==> src/rtl/urp_pcie_dllp_pkg.sv <==
`default_nettype none
// ============================================================================
// Module   : urp_pcie_dllp_pkg
// Purpose  : Shared DLLP type codes, scheduler state encoding and DLLP
//            packing helpers for the RX-side DLLP scheduler.
// Ports    : none (package)
// Revision : 1.0 - initial release
// ============================================================================
package urp_pcie_dllp_pkg;

  // DLLP type byte placed in bits [31:24]
  localparam logic [7:0] c_type_ack      = 8'h00;
  localparam logic [7:0] c_type_nak      = 8'h10;
  localparam logic [7:0] c_type_updfc_p  = 8'h80;
  localparam logic [7:0] c_type_updfc_np = 8'h90;
  localparam logic [7:0] c_type_updfc_cpl = 8'hA0;

  // S_IDLE: nothing presented. S_HOLD: dllp_o valid until read.
  typedef enum logic [0:0] {
    S_IDLE = 1'b0,
    S_HOLD = 1'b1
  } dllp_state_e;

  function automatic logic [31:0] pack_acknak(input logic [7:0]  dllp_type,
                                              input logic [11:0] seq);
    return {dllp_type, 12'h000, seq};
  endfunction

  function automatic logic [31:0] pack_updfc(input logic [7:0]  dllp_type,
                                             input logic [7:0]  hdr,
                                             input logic [11:0] data);
    return {dllp_type, 2'b00, hdr, 2'b00, data};
  endfunction

  // Credit type index (0=P, 1=NP, 2=Cpl) to UpdateFC type byte
  function automatic logic [7:0] updfc_type(input logic [1:0] idx);
    logic [7:0] t;
    case (idx)
      2'd0:    t = c_type_updfc_p;
      2'd1:    t = c_type_updfc_np;
      default: t = c_type_updfc_cpl;
    endcase
    return t;
  endfunction

endpackage
`default_nettype wire

==> src/rtl/urp_pcie_dllp_scheduler_if.sv <==
`default_nettype none
// ============================================================================
// Module   : urp_pcie_dllp_scheduler_if
// Purpose  : Bundles the RX DLL event inputs, transaction-layer credit
//            inputs and the TX-facing DLLP valid/read handshake.
// Ports    : good/dup/bad TLP events, fc_req/fc_hdr/fc_data credit info,
//            dllp_o/dllp_valid_o/dllp_read_i handshake, nak_scheduled_o.
//            master = stimulus/consumer side, slave = scheduler.
// Revision : 1.0 - initial release
// ============================================================================
interface urp_pcie_dllp_scheduler_if;
  logic             good_tlp_i;
  logic [11:0]      good_seq_i;
  logic             dup_tlp_i;
  logic             bad_tlp_i;
  logic [2:0]       fc_req_i;
  logic [2:0][7:0]  fc_hdr_i;
  logic [2:0][11:0] fc_data_i;
  logic [31:0]      dllp_o;
  logic             dllp_valid_o;
  logic             dllp_read_i;
  logic             nak_scheduled_o;

  modport master (
    output good_tlp_i, good_seq_i, dup_tlp_i, bad_tlp_i,
    output fc_req_i, fc_hdr_i, fc_data_i, dllp_read_i,
    input  dllp_o, dllp_valid_o, nak_scheduled_o
  );

  modport slave (
    input  good_tlp_i, good_seq_i, dup_tlp_i, bad_tlp_i,
    input  fc_req_i, fc_hdr_i, fc_data_i, dllp_read_i,
    output dllp_o, dllp_valid_o, nak_scheduled_o
  );
endinterface
`default_nettype wire

==> src/rtl/urp_pcie_dllp_scheduler_rr_arb3.sv <==
`default_nettype none
// ============================================================================
// Module   : urp_pcie_rr_arb3
// Purpose  : 3-way round-robin arbiter. The request at the pointer has top
//            priority; the pointer moves to one past the winner when the
//            grant is accepted.
// Ports    : clk, rst      - clock, synchronous active-high reset
//            i_req[2:0]    - requests (0=P, 1=NP, 2=Cpl)
//            i_accept      - grant consumed this cycle
//            o_gnt_idx     - index of the winning request
//            o_gnt_valid   - at least one request present
// Revision : 1.0 - initial release
// ============================================================================
module urp_pcie_rr_arb3 (
  input  wire logic       clk,
  input  wire logic       rst,
  input  wire logic [2:0] i_req,
  input  wire logic       i_accept,
  output logic      [1:0] o_gnt_idx,
  output logic            o_gnt_valid
);

  logic [1:0] r_ptr;
  logic [1:0] w_gnt_idx;
  logic       w_found;

  // (base + off) mod 3 for base, off in 0..2
  function automatic logic [1:0] wrap3(input logic [1:0] base, input logic [1:0] off);
    logic [2:0] s;
    logic [2:0] r;
    s = {1'b0, base} + {1'b0, off};
    r = (s >= 3'd3) ? (s - 3'd3) : s;
    return r[1:0];
  endfunction

  // Scan from furthest to nearest so the request closest to the pointer wins
  always_comb begin
    w_gnt_idx = 2'd0;
    w_found   = 1'b0;
    for (int k = 2; k >= 0; k--) begin
      if (i_req[wrap3(r_ptr, 2'(k))]) begin
        w_gnt_idx = wrap3(r_ptr, 2'(k));
        w_found   = 1'b1;
      end
    end
  end

  always_ff @(posedge clk) begin
    if (rst) begin
      r_ptr <= 2'd0;
    end else if (i_accept && w_found) begin
      r_ptr <= wrap3(w_gnt_idx, 2'd1);
    end
  end

  assign o_gnt_idx   = w_gnt_idx;
  assign o_gnt_valid = w_found;

endmodule
`default_nettype wire

==> src/rtl/urp_pcie_dllp_scheduler.sv <==
`default_nettype none
// ============================================================================
// Module   : urp_pcie_dllp_scheduler
// Purpose  : Schedules Ack, Nak and UpdateFC DLLPs from the RX data link
//            layer toward the TX side. Acks are coalesced by a latency
//            timer, Nak_Scheduled is tracked, and all three credit types
//            are refreshed every FC_PERIOD cycles or on request.
// Ports    : clk, rst   - clock, synchronous active-high reset
//            dllp_if    - slave modport: TLP events, credit info and the
//                         32-bit DLLP valid/read handshake
// Params   : ACK_LATENCY - max cycles an Ack is held back (>=1)
//            FC_PERIOD   - cycles between forced UpdateFC rounds (>=8)
// Revision : 1.0 - initial release
// ============================================================================
module urp_pcie_dllp_scheduler
  import urp_pcie_dllp_pkg::*;
#(
  parameter int ACK_LATENCY = 64,
  parameter int FC_PERIOD   = 1024
) (
  input  wire logic clk,
  input  wire logic rst,
  urp_pcie_dllp_scheduler_if.slave dllp_if
);

  localparam int c_ack_w = (ACK_LATENCY > 1) ? $clog2(ACK_LATENCY) : 1;
  localparam int c_fc_w  = $clog2(FC_PERIOD);
  localparam logic [c_ack_w-1:0] c_ack_last = c_ack_w'(ACK_LATENCY - 1);
  localparam logic [c_fc_w-1:0]  c_fc_last  = c_fc_w'(FC_PERIOD - 1);

  dllp_state_e        r_state;
  dllp_state_e        w_state_nxt;
  logic [31:0]        r_dllp;
  logic [11:0]        r_last_seq;
  logic               r_ack_pend;
  logic               r_ack_due;
  logic [c_ack_w-1:0] r_ack_cnt;
  logic               r_nak_pend;
  logic               r_nak_sched;
  logic [2:0]         r_fc_pend;
  logic [c_fc_w-1:0]  r_fc_cnt;

  logic        w_ack_due;
  logic        w_fc_any;
  logic [1:0]  w_fc_idx;
  logic        w_work;
  logic        w_load;
  logic        w_sel_nak;
  logic        w_sel_ack;
  logic        w_sel_fc;
  logic        w_ack_clr;
  logic [2:0]  w_fc_clr;
  logic        w_fc_wrap;
  logic        w_nak_sched_base;
  logic        w_nak_new;
  logic [31:0] w_next_dllp;

  // ---------------------------------------------------------------- selection
  // Dup forces immediate Ack; otherwise the Ack waits for the timer.
  assign w_ack_due = r_ack_due | (r_ack_pend && (r_ack_cnt == c_ack_last));
  assign w_work    = r_nak_pend | w_ack_due | w_fc_any;
  assign w_sel_nak = r_nak_pend;
  assign w_sel_ack = !r_nak_pend && w_ack_due;
  assign w_sel_fc  = !r_nak_pend && !w_ack_due && w_fc_any;

  // Load from IDLE, or back-to-back in HOLD when the current DLLP is read
  assign w_load = w_work && ((r_state == S_IDLE) || dllp_if.dllp_read_i);

  urp_pcie_rr_arb3 u_fc_arb (
    .clk         (clk),
    .rst         (rst),
    .i_req       (r_fc_pend),
    .i_accept    (w_load && w_sel_fc),
    .o_gnt_idx   (w_fc_idx),
    .o_gnt_valid (w_fc_any)
  );

  always_comb begin
    w_next_dllp = pack_updfc(updfc_type(w_fc_idx), dllp_if.fc_hdr_i[w_fc_idx],
                             dllp_if.fc_data_i[w_fc_idx]);
    if (w_sel_nak) begin
      w_next_dllp = pack_acknak(c_type_nak, r_last_seq);
    end else if (w_sel_ack) begin
      w_next_dllp = pack_acknak(c_type_ack, r_last_seq);
    end
  end

  // --------------------------------------------------------------------- FSM
  always_ff @(posedge clk) begin
    if (rst) begin
      r_state <= S_IDLE;
    end else begin
      r_state <= w_state_nxt;
    end
  end

  always_comb begin
    w_state_nxt = r_state;
    case (r_state)
      S_IDLE: if (w_work) w_state_nxt = S_HOLD;
      S_HOLD: if (dllp_if.dllp_read_i && !w_work) w_state_nxt = S_IDLE;
      default: w_state_nxt = S_IDLE;
    endcase
  end

  always_ff @(posedge clk) begin
    if (rst) begin
      r_dllp <= 32'h0;
    end else if (w_load) begin
      r_dllp <= w_next_dllp;
    end
  end

  // --------------------------------------------------------- Ack / Nak state
  // A Nak acknowledges up to last_seq, so it retires a pending Ack too.
  // Set terms are OR-ed last so a same-cycle event always survives a load.
  assign w_ack_clr = w_load && (w_sel_nak || w_sel_ack);

  // A good TLP clears Nak_Scheduled before a same-cycle bad TLP is considered
  assign w_nak_sched_base = dllp_if.good_tlp_i ? 1'b0 : r_nak_sched;
  assign w_nak_new        = dllp_if.bad_tlp_i && !w_nak_sched_base;

  always_ff @(posedge clk) begin
    if (rst) begin
      r_last_seq  <= 12'hFFF;
      r_ack_pend  <= 1'b0;
      r_ack_due   <= 1'b0;
      r_ack_cnt   <= '0;
      r_nak_pend  <= 1'b0;
      r_nak_sched <= 1'b0;
    end else begin
      if (dllp_if.good_tlp_i) begin
        r_last_seq <= dllp_if.good_seq_i;
      end
      r_ack_pend  <= (r_ack_pend && !w_ack_clr) | dllp_if.good_tlp_i | dllp_if.dup_tlp_i;
      r_ack_due   <= (r_ack_due && !w_ack_clr) | dllp_if.dup_tlp_i;
      r_nak_pend  <= (r_nak_pend && !(w_load && w_sel_nak)) | w_nak_new;
      r_nak_sched <= w_nak_sched_base | w_nak_new;
      // Timer runs from the first unacknowledged TLP and saturates at due
      if (w_ack_clr || !r_ack_pend) begin
        r_ack_cnt <= '0;
      end else if (r_ack_cnt != c_ack_last) begin
        r_ack_cnt <= r_ack_cnt + c_ack_w'(1);
      end
    end
  end

  // --------------------------------------------------------------- FC state
  assign w_fc_wrap = (r_fc_cnt == c_fc_last);
  assign w_fc_clr  = (w_load && w_sel_fc) ? (3'b001 << w_fc_idx) : 3'b000;

  always_ff @(posedge clk) begin
    if (rst) begin
      r_fc_cnt  <= '0;
      r_fc_pend <= 3'b000;
    end else begin
      r_fc_cnt  <= w_fc_wrap ? '0 : (r_fc_cnt + c_fc_w'(1));
      r_fc_pend <= (r_fc_pend & ~w_fc_clr) | dllp_if.fc_req_i | {3{w_fc_wrap}};
    end
  end

  assign dllp_if.dllp_o          = r_dllp;
  assign dllp_if.dllp_valid_o    = (r_state == S_HOLD);
  assign dllp_if.nak_scheduled_o = r_nak_sched;

endmodule
`default_nettype wire

==> src/flat_wrapper.sv <==
// flat-port wrapper written by rule: the top's interface ports become plain ports
module urp_pcie_dllp_scheduler_flat import urp_pcie_dllp_pkg::*;
#(
  parameter int ACK_LATENCY = 64,
  parameter int FC_PERIOD   = 1024
)
  (clk, rst, dllp_if_good_tlp_i, dllp_if_good_seq_i, dllp_if_dup_tlp_i, dllp_if_bad_tlp_i, dllp_if_fc_req_i, dllp_if_fc_hdr_i, dllp_if_fc_data_i, dllp_if_dllp_read_i, dllp_if_dllp_o, dllp_if_dllp_valid_o, dllp_if_nak_scheduled_o);
  urp_pcie_dllp_scheduler_if dllp_if_i ();
  input  wire logic clk;
  input  wire logic rst;
  input wire logic [$bits(dllp_if_i.good_tlp_i)-1:0] dllp_if_good_tlp_i;
  input wire logic [$bits(dllp_if_i.good_seq_i)-1:0] dllp_if_good_seq_i;
  input wire logic [$bits(dllp_if_i.dup_tlp_i)-1:0] dllp_if_dup_tlp_i;
  input wire logic [$bits(dllp_if_i.bad_tlp_i)-1:0] dllp_if_bad_tlp_i;
  input wire logic [$bits(dllp_if_i.fc_req_i)-1:0] dllp_if_fc_req_i;
  input wire logic [$bits(dllp_if_i.fc_hdr_i)-1:0] dllp_if_fc_hdr_i;
  input wire logic [$bits(dllp_if_i.fc_data_i)-1:0] dllp_if_fc_data_i;
  input wire logic [$bits(dllp_if_i.dllp_read_i)-1:0] dllp_if_dllp_read_i;
  output wire logic [$bits(dllp_if_i.dllp_o)-1:0] dllp_if_dllp_o;
  output wire logic [$bits(dllp_if_i.dllp_valid_o)-1:0] dllp_if_dllp_valid_o;
  output wire logic [$bits(dllp_if_i.nak_scheduled_o)-1:0] dllp_if_nak_scheduled_o;
  assign dllp_if_i.good_tlp_i = dllp_if_good_tlp_i;
  assign dllp_if_i.good_seq_i = dllp_if_good_seq_i;
  assign dllp_if_i.dup_tlp_i = dllp_if_dup_tlp_i;
  assign dllp_if_i.bad_tlp_i = dllp_if_bad_tlp_i;
  assign dllp_if_i.fc_req_i = dllp_if_fc_req_i;
  assign dllp_if_i.fc_hdr_i = dllp_if_fc_hdr_i;
  assign dllp_if_i.fc_data_i = dllp_if_fc_data_i;
  assign dllp_if_i.dllp_read_i = dllp_if_dllp_read_i;
  assign dllp_if_dllp_o = dllp_if_i.dllp_o;
  assign dllp_if_dllp_valid_o = dllp_if_i.dllp_valid_o;
  assign dllp_if_nak_scheduled_o = dllp_if_i.nak_scheduled_o;
  urp_pcie_dllp_scheduler #(.ACK_LATENCY(ACK_LATENCY), .FC_PERIOD(FC_PERIOD)) u_core (.clk(clk), .rst(rst), .dllp_if(dllp_if_i));
endmodule
==> config.mk <==
export PLATFORM = sky130hd
export DESIGN_NAME = urp_pcie_dllp_scheduler_flat
export DESIGN_NICKNAME = d
export VERILOG_FILES = /design/src/rtl/urp_pcie_dllp_pkg.sv /design/src/rtl/urp_pcie_dllp_scheduler_if.sv /design/src/rtl/urp_pcie_dllp_scheduler_rr_arb3.sv /design/src/rtl/urp_pcie_dllp_scheduler.sv /design/src/flat_wrapper.sv
export SDC_FILE = /design/constraint.sdc
export NUM_CORES = 1
export LEC_CHECK = 0
export BUFFER_PORTS_ARGS = -buffer_cell sky130_fd_sc_hd__buf_4
export CORE_ASPECT_RATIO = 0.5
export CORE_MARGIN = 2
export CORE_UTILIZATION = 50
export DETAILED_ROUTE_END_ITERATION = 8
export PLACE_DENSITY = 0.84
export SLEW_MARGIN = 20
export SYNTH_ARGS = -nofsm -noshare
export SYNTH_HDL_FRONTEND = slang
export SYNTH_SLANG_ARGS = --single-unit
==> constraint.sdc <==
create_clock -name clk -period 7 [get_ports clk]
set_input_delay 1.75 -clock clk [delete_from_list [all_inputs] [get_ports clk]]
set_output_delay 1.75 -clock clk [all_outputs]
set_load 0.02 [all_outputs]
==> flow_summary.ini, run 1 <==
[sta]
worstMarginPinSlew_ps = 820
slew_headroom = 0.449
clock_skew_ps = 2.52
final.setup.tns_ps = 0
fin_ws_ps = 3960
fin_crit_ps = 3040
setup_viol = 0
slew_viol_final = 0
timing.hold.ws_ps = 461
max_freq_mhz = 329
finalCritPeriodShare = 0.434
hold_viol_final = 0
rsz0062_at_grt = no

[power_and_ir_drop]
ir_worst_vdd_uv = 123
power.density_mw_per_mm2 = 286
power.leakage_nw = 1.87

[placement]
dp_hpwl_um = 5900
portBuffers = 105
routabilityCongestion = 0.901
place_ws_ps = 3630

[floorplan]
die_h_um = 61.3
rows = 20
floorplan.initialDensity = 0.529
core-area_mm2 = 0.00621
io_pins = 115
die_area_mm2 = 0.00727
die_x_um = 119

[cts]
cts_resized = 0
clk_pin_slew_ps = 50
hold_buffers = 0
clk_latency_ps = 320
numCtsBuffers = 9
tritoncts = yes
htreeDepth = 3
cts_root_buf = clkbuf_16
cts.sinks = 61
post_cts_buffers = 0
clockBufferDepth = 2

[logic_synthesis]
syn_avg_cell_area_um2 = 9.60
synth-main-ff-cell = dfxtp_1
synth_top_area_share = 0.372
synth_top_area_cell = dfxtp_1
yosys_warnings = 0
ys_types = 58
yosys-top-cells-area = dfxtp_1, mux2i_1, ha_1
yosys-top-cells-count = dfxtp_1, nor2_1, mux2i_1, nor2b_1, nand2_1
synth.most_common_cell = dfxtp_1
synth_xor_area_frac = 0.0267
synthArstFlopShare = 0
synth-edff-count = 0
synthSimpleGateAreaFrac = 0.195
synthMuxAreaShare = 0.119
synth_seq_cells = 61
syn-cell-area_mm2 = 0.00328
netlist_instances = 342
synth_top_family_by_area = simple AND/OR/NAND/NOR gates
synthAdderAreaFrac = 0.0381
synth_compound_area_frac = 0.185
seq_area_frac_synth = 0.372

[worst_hold_path]
min_path_type = flop to flop
whs_path_depth = 1

[routing]
route.detailed.drc = 0
firstDrtPassIters = 4
ant_nets = 0
viasPerCell = 5.37
routedWlPerCell_um = 15.0
drt_iter0_markers = 163
vias = 2864
drt_wl_total_um = 7970

[layout]
fin_nets = 531
diodes = 0
synthToLayoutAreaGrowth_pct = 33.0
final_core_util = 0.704
seqCellArea_mm2 = 0.00122
multi_input_area_mm2 = 0.00188
drive_gt1_frac = 0.328
nFillCells = 487

[critical_path]
cp.arrival_ps = 3270
crit_fanout = 52
required_ps = 7230
critical_path_class = input port to flop
start_kind = input port
end_kind = flop
reg2reg_depth = 11

[global_routing]
grt_pass1_vias = 2756
grt_max_degree = 53
globalRouteOverflowTotal = 0
grt_pass1_wl_um = 12900
antenna_found_initial = 0
gr-usage-all-layers = 0.226

[flow_run]
drv_cap = 0

[outcome]
status = complete, no violations
-- registers in the layout (all words and copies together), names as in the netlist --
| register | flops |
|---|---|
| u_core.dllp_if.dllp_o | 23 |
| u_core.r_last_seq | 12 |
| u_core.r_fc_cnt | 10 |
| u_core.r_ack_cnt | 6 |
| u_core.r_fc_pend | 3 |
| u_core.u_fc_arb.r_ptr | 2 |
| u_core.dllp_if.dllp_valid_o | 1 |
| u_core.dllp_if.nak_scheduled_o | 1 |
| u_core.r_ack_due | 1 |
| u_core.r_ack_pend | 1 |
| u_core.r_nak_pend | 1 |
-- stage by stage --
step           cells  area (µm²)  power, mW
2_1_floorplan    350        3310      0.683
3_3_place_gp     517        4050      0.798
3_5_place_dp     517        4050      0.804
4_1_cts          533        4370       1.25
5_1_grt          533        4370       1.30
6_report         533        4370       1.25
-- power breakdown --
group / total [mW] / leakage [nW] / switching, mW / internal (mW)
Clock: 0.449 / 0.152 / 0.145 / 0.304
Combinational: 0.374 / 1.21 / 0.202 / 0.172
Sequential: 0.425 / 0.503 / 0.0333 / 0.391
-- layout make-up --
type / count / area share
multi-input cells: 252 / 0.432
repair buffers: 107 / 0.184
well taps: 88 / 0.0252
clock buffers: 13 / 0.0619
inverters: 9 / 0.00802
flip-flops and latches: 61 / 0.280
clock inverters: 3 / 0.00974
-- routing by layer --
metal | vias up | global-route usage | share of wire
met5 | - | 0 | 0
met4 | 0 | 0.0663 | 0.014
met3 | 13 | 0.0611 | 0.061
met2 | 83 | 0.403 | 0.47
met1 | 1333 | 0.277 | 0.45
li1 | 1435 | - | -
-- cells in the final DEF (no fill, tap or decap), drive strengths merged, types with 9 or more instances in the layout --
cell type / n
conb: 9
buf: 107
clkbuf: 13
nand2: 15
nor3: 9
dfxtp: 61
ha: 10
a211o: 12
nor2: 33
mux2i: 30
nor2b: 18
-- worst max-delay path, stage by stage --
cell and delay (ps):
buf_4 260, or4_4 720, nand2b_4 280, o221ai_1 240
-- kinds of logic after synthesis --
logic type	count (synthesis)
AND/OR/NAND/NOR	116
AO/OA/AOI/OAI	69
flip-flops	61
multiplexers	38
buffers and inverters	37
adder cells (fa/ha/maj)	10
XOR/XNOR	10
other	1
-- worst paths after layout --
kind	start	end	slack, ps
setup / recovery	rst	u_core.dllp_if.dllp_o[0]	3960
hold / removal	u_core.r_fc_cnt[0]	u_core.r_fc_cnt[0]	460
setup reg to reg	u_core.u_fc_arb.r_ptr[0]	u_core.dllp_if.dllp_o[28]	4130
hold reg to reg	u_core.r_fc_cnt[0]	u_core.r_fc_cnt[0]	460
(Power assumes the default switching activity.)
==> run 2, diff against run 1 <==
==> constraint.sdc (replaced) <==
create_clock -name clk -period 3.15 [get_ports clk]
set_input_delay 0.7875 -clock clk [delete_from_list [all_inputs] [get_ports clk]]
set_output_delay 0.7875 -clock clk [all_outputs]
set_load 0.02 [all_outputs]
==> run 2 against run 1 <==
Die area did not move. Power rose by 120%. First-iteration DRC count up 32%. Design area grew 1.1%. Clock-buffer cell count is 2 lower. Hold slack better by 1.5 ps. Sequential share of layout area down 0.32 points. Via count grew 2.7%. Clock power rose by 120%. Worst setup slack got worse by 3600 ps. Critical endpoint is now u_core.dllp_if.dllp_o[17]. Largest power group unchanged. Highest routed layer unchanged.
==> flow_summary.ini, run 2 (synthesis results as in run 1) <==
[outcome]
status = complete, no violations

[layout]
synthToLayoutAreaGrowth_pct = 34.5
layout_common_cells = buf_4, dfxtp_1, nor2_1
largest_reg_flops = 23
fin_nets = 539
final_area_mm2 = 0.00442
diodes = 0
drive_gt1_frac = 0.340
final_common_cell = buf_4

[routing]
viasPerCell = 5.44
vias = 2941
drt_iter0_markers = 215
routedWlPerCell_um = 15.5
drt_wl_total_um = 8410
firstDrtPassIters = 4
ant_nets = 0
route.detailed.drc = 0

[power_and_ir_drop]
power.density_mw_per_mm2 = 631
ir_worst_vdd_uv = 313
power.leakage_nw = 1.90
total_power_mw = 2.79

[cts]
cts.sinks = 61
numCtsBuffers = 9
cts_resized = 0
htreeDepth = 3
cts_root_buf = clkbuf_16
clk_latency_ps = 330
clk_pin_slew_ps = 60
clockBufferDepth = 2
tritoncts = yes
post_cts_buffers = 0
hold_buffers = 0

[sta]
setup_viol = 0
slew_viol_final = 0
finalCritPeriodShare = 0.875
clock_skew_ps = 7.26
max_freq_mhz = 363
fin_ws_ps = 393
worstMarginPinSlew_ps = 815
rsz0062_at_grt = no
slew_headroom = 0.453
hold_viol_final = 0
final.setup.tns_ps = 0
fin_crit_ps = 2760

[critical_path]
critical_path_class = flop to flop
end_kind = flop
reg2reg_slack_ps = 390
crit_fanout = 22
reg2reg_depth = 8
r2r_start = u_core.u_fc_arb.r_ptr[0]
start_kind = flop
required_ps = 3350
cp.arrival_ps = 2960
crit_path_start = u_core.u_fc_arb.r_ptr[0]
endpoint = u_core.dllp_if.dllp_o[17]
timing.rr.end = u_core.dllp_if.dllp_o[17]

[global_routing]
globalRouteOverflowTotal = 0
antenna_found_initial = 0
grt_max_degree = 42
grt_pass1_wl_um = 13100
gr-usage-all-layers = 0.234
grt_pass1_vias = 2745

[worst_hold_path]
min_path_type = flop to flop
whs_path_depth = 1

[floorplan]
core-area_mm2 = 0.00621
die_x_um = 119
io_pins = 115
rows = 20
die_h_um = 61.3
floorplan.initialDensity = 0.529
die_area_mm2 = 0.00727

[placement]
dp_hpwl_um = 6060
placed_area_mm2 = 0.00411
place_ws_ps = 460
portBuffers = 105
routabilityCongestion = 0.882

[flow_run]
drv_cap = 0
-- run 2: cell count changes in the layout (fill, tap and decap cells not counted), sizes merged --
cell / change
buf: +8
clkbuf: -2
clkinv: +2
-- run 2: worst max-delay path, cell delays in order, from the launching register on --
cell	delay, ps
dfxtp_1	380
inv_1	80
ha_1	370
or4b_1	550
a31oi_2	210
buf_4	360
mux2_2	380
mux2i_1	170
o2bb2ai_1	110
-- run 2: worst min path at each step --
stage / startpoint / to / slack [ps]
final: u_core.r_fc_cnt[0] / u_core.r_fc_cnt[0] / 460
after global routing: u_core.dllp_if.dllp_o[19] / u_core.dllp_if.dllp_o[19] / 490
after CTS: u_core.r_fc_cnt[0] / u_core.r_fc_cnt[0] / 470
after detailed placement: u_core.r_fc_cnt[0] / u_core.r_fc_cnt[0] / 450
after global placement: u_core.r_fc_cnt[0] / u_core.r_fc_cnt[0] / 450
after floorplan: u_core.r_fc_cnt[0] / u_core.r_fc_cnt[0] / 430
-- run 2: layout make-up --
cell class	instances	area [µm²]
Clock buffer	11	243
Clock inverter	5	60.1
Fill cell	496	1790
Inverter	9	35.0
Multi-Input combinational cell	252	1880
Sequential cell	61	1220
Tap cell	88	110
Timing Repair Buffer	115	863
-- run 2: report_power, final --
| group | switching (mW) | internal (mW) | total (mW) | leakage (nW) |
|---|---|---|---|---|
| Sequential | 0.0718 | 0.869 | 0.941 | 0.503 |
| Clock | 0.347 | 0.634 | 0.981 | 0.146 |
| Combinational | 0.462 | 0.403 | 0.865 | 1.25 |
-- run 2: through the flow --
stage | hold WS (ps) | instances | utilization
after floorplan | 430 | 350 | -
after global placement | 447 | 525 | 0.663
after detailed placement | 454 | 525 | 0.663
after CTS | 468 | 541 | 0.712
after global routing | 489 | 541 | 0.712
final | 463 | 541 | 0.712
-- run 2: layer usage --
layer  vias up  track usage  wire (µm)  part of all wire
met5         -            0          0                 0
met4         0       0.0850         70            0.0083
met3         6       0.0639        522             0.062
met2        99        0.418       3930              0.47
met1      1389        0.282       3880              0.46
li1       1447            -          -                 -
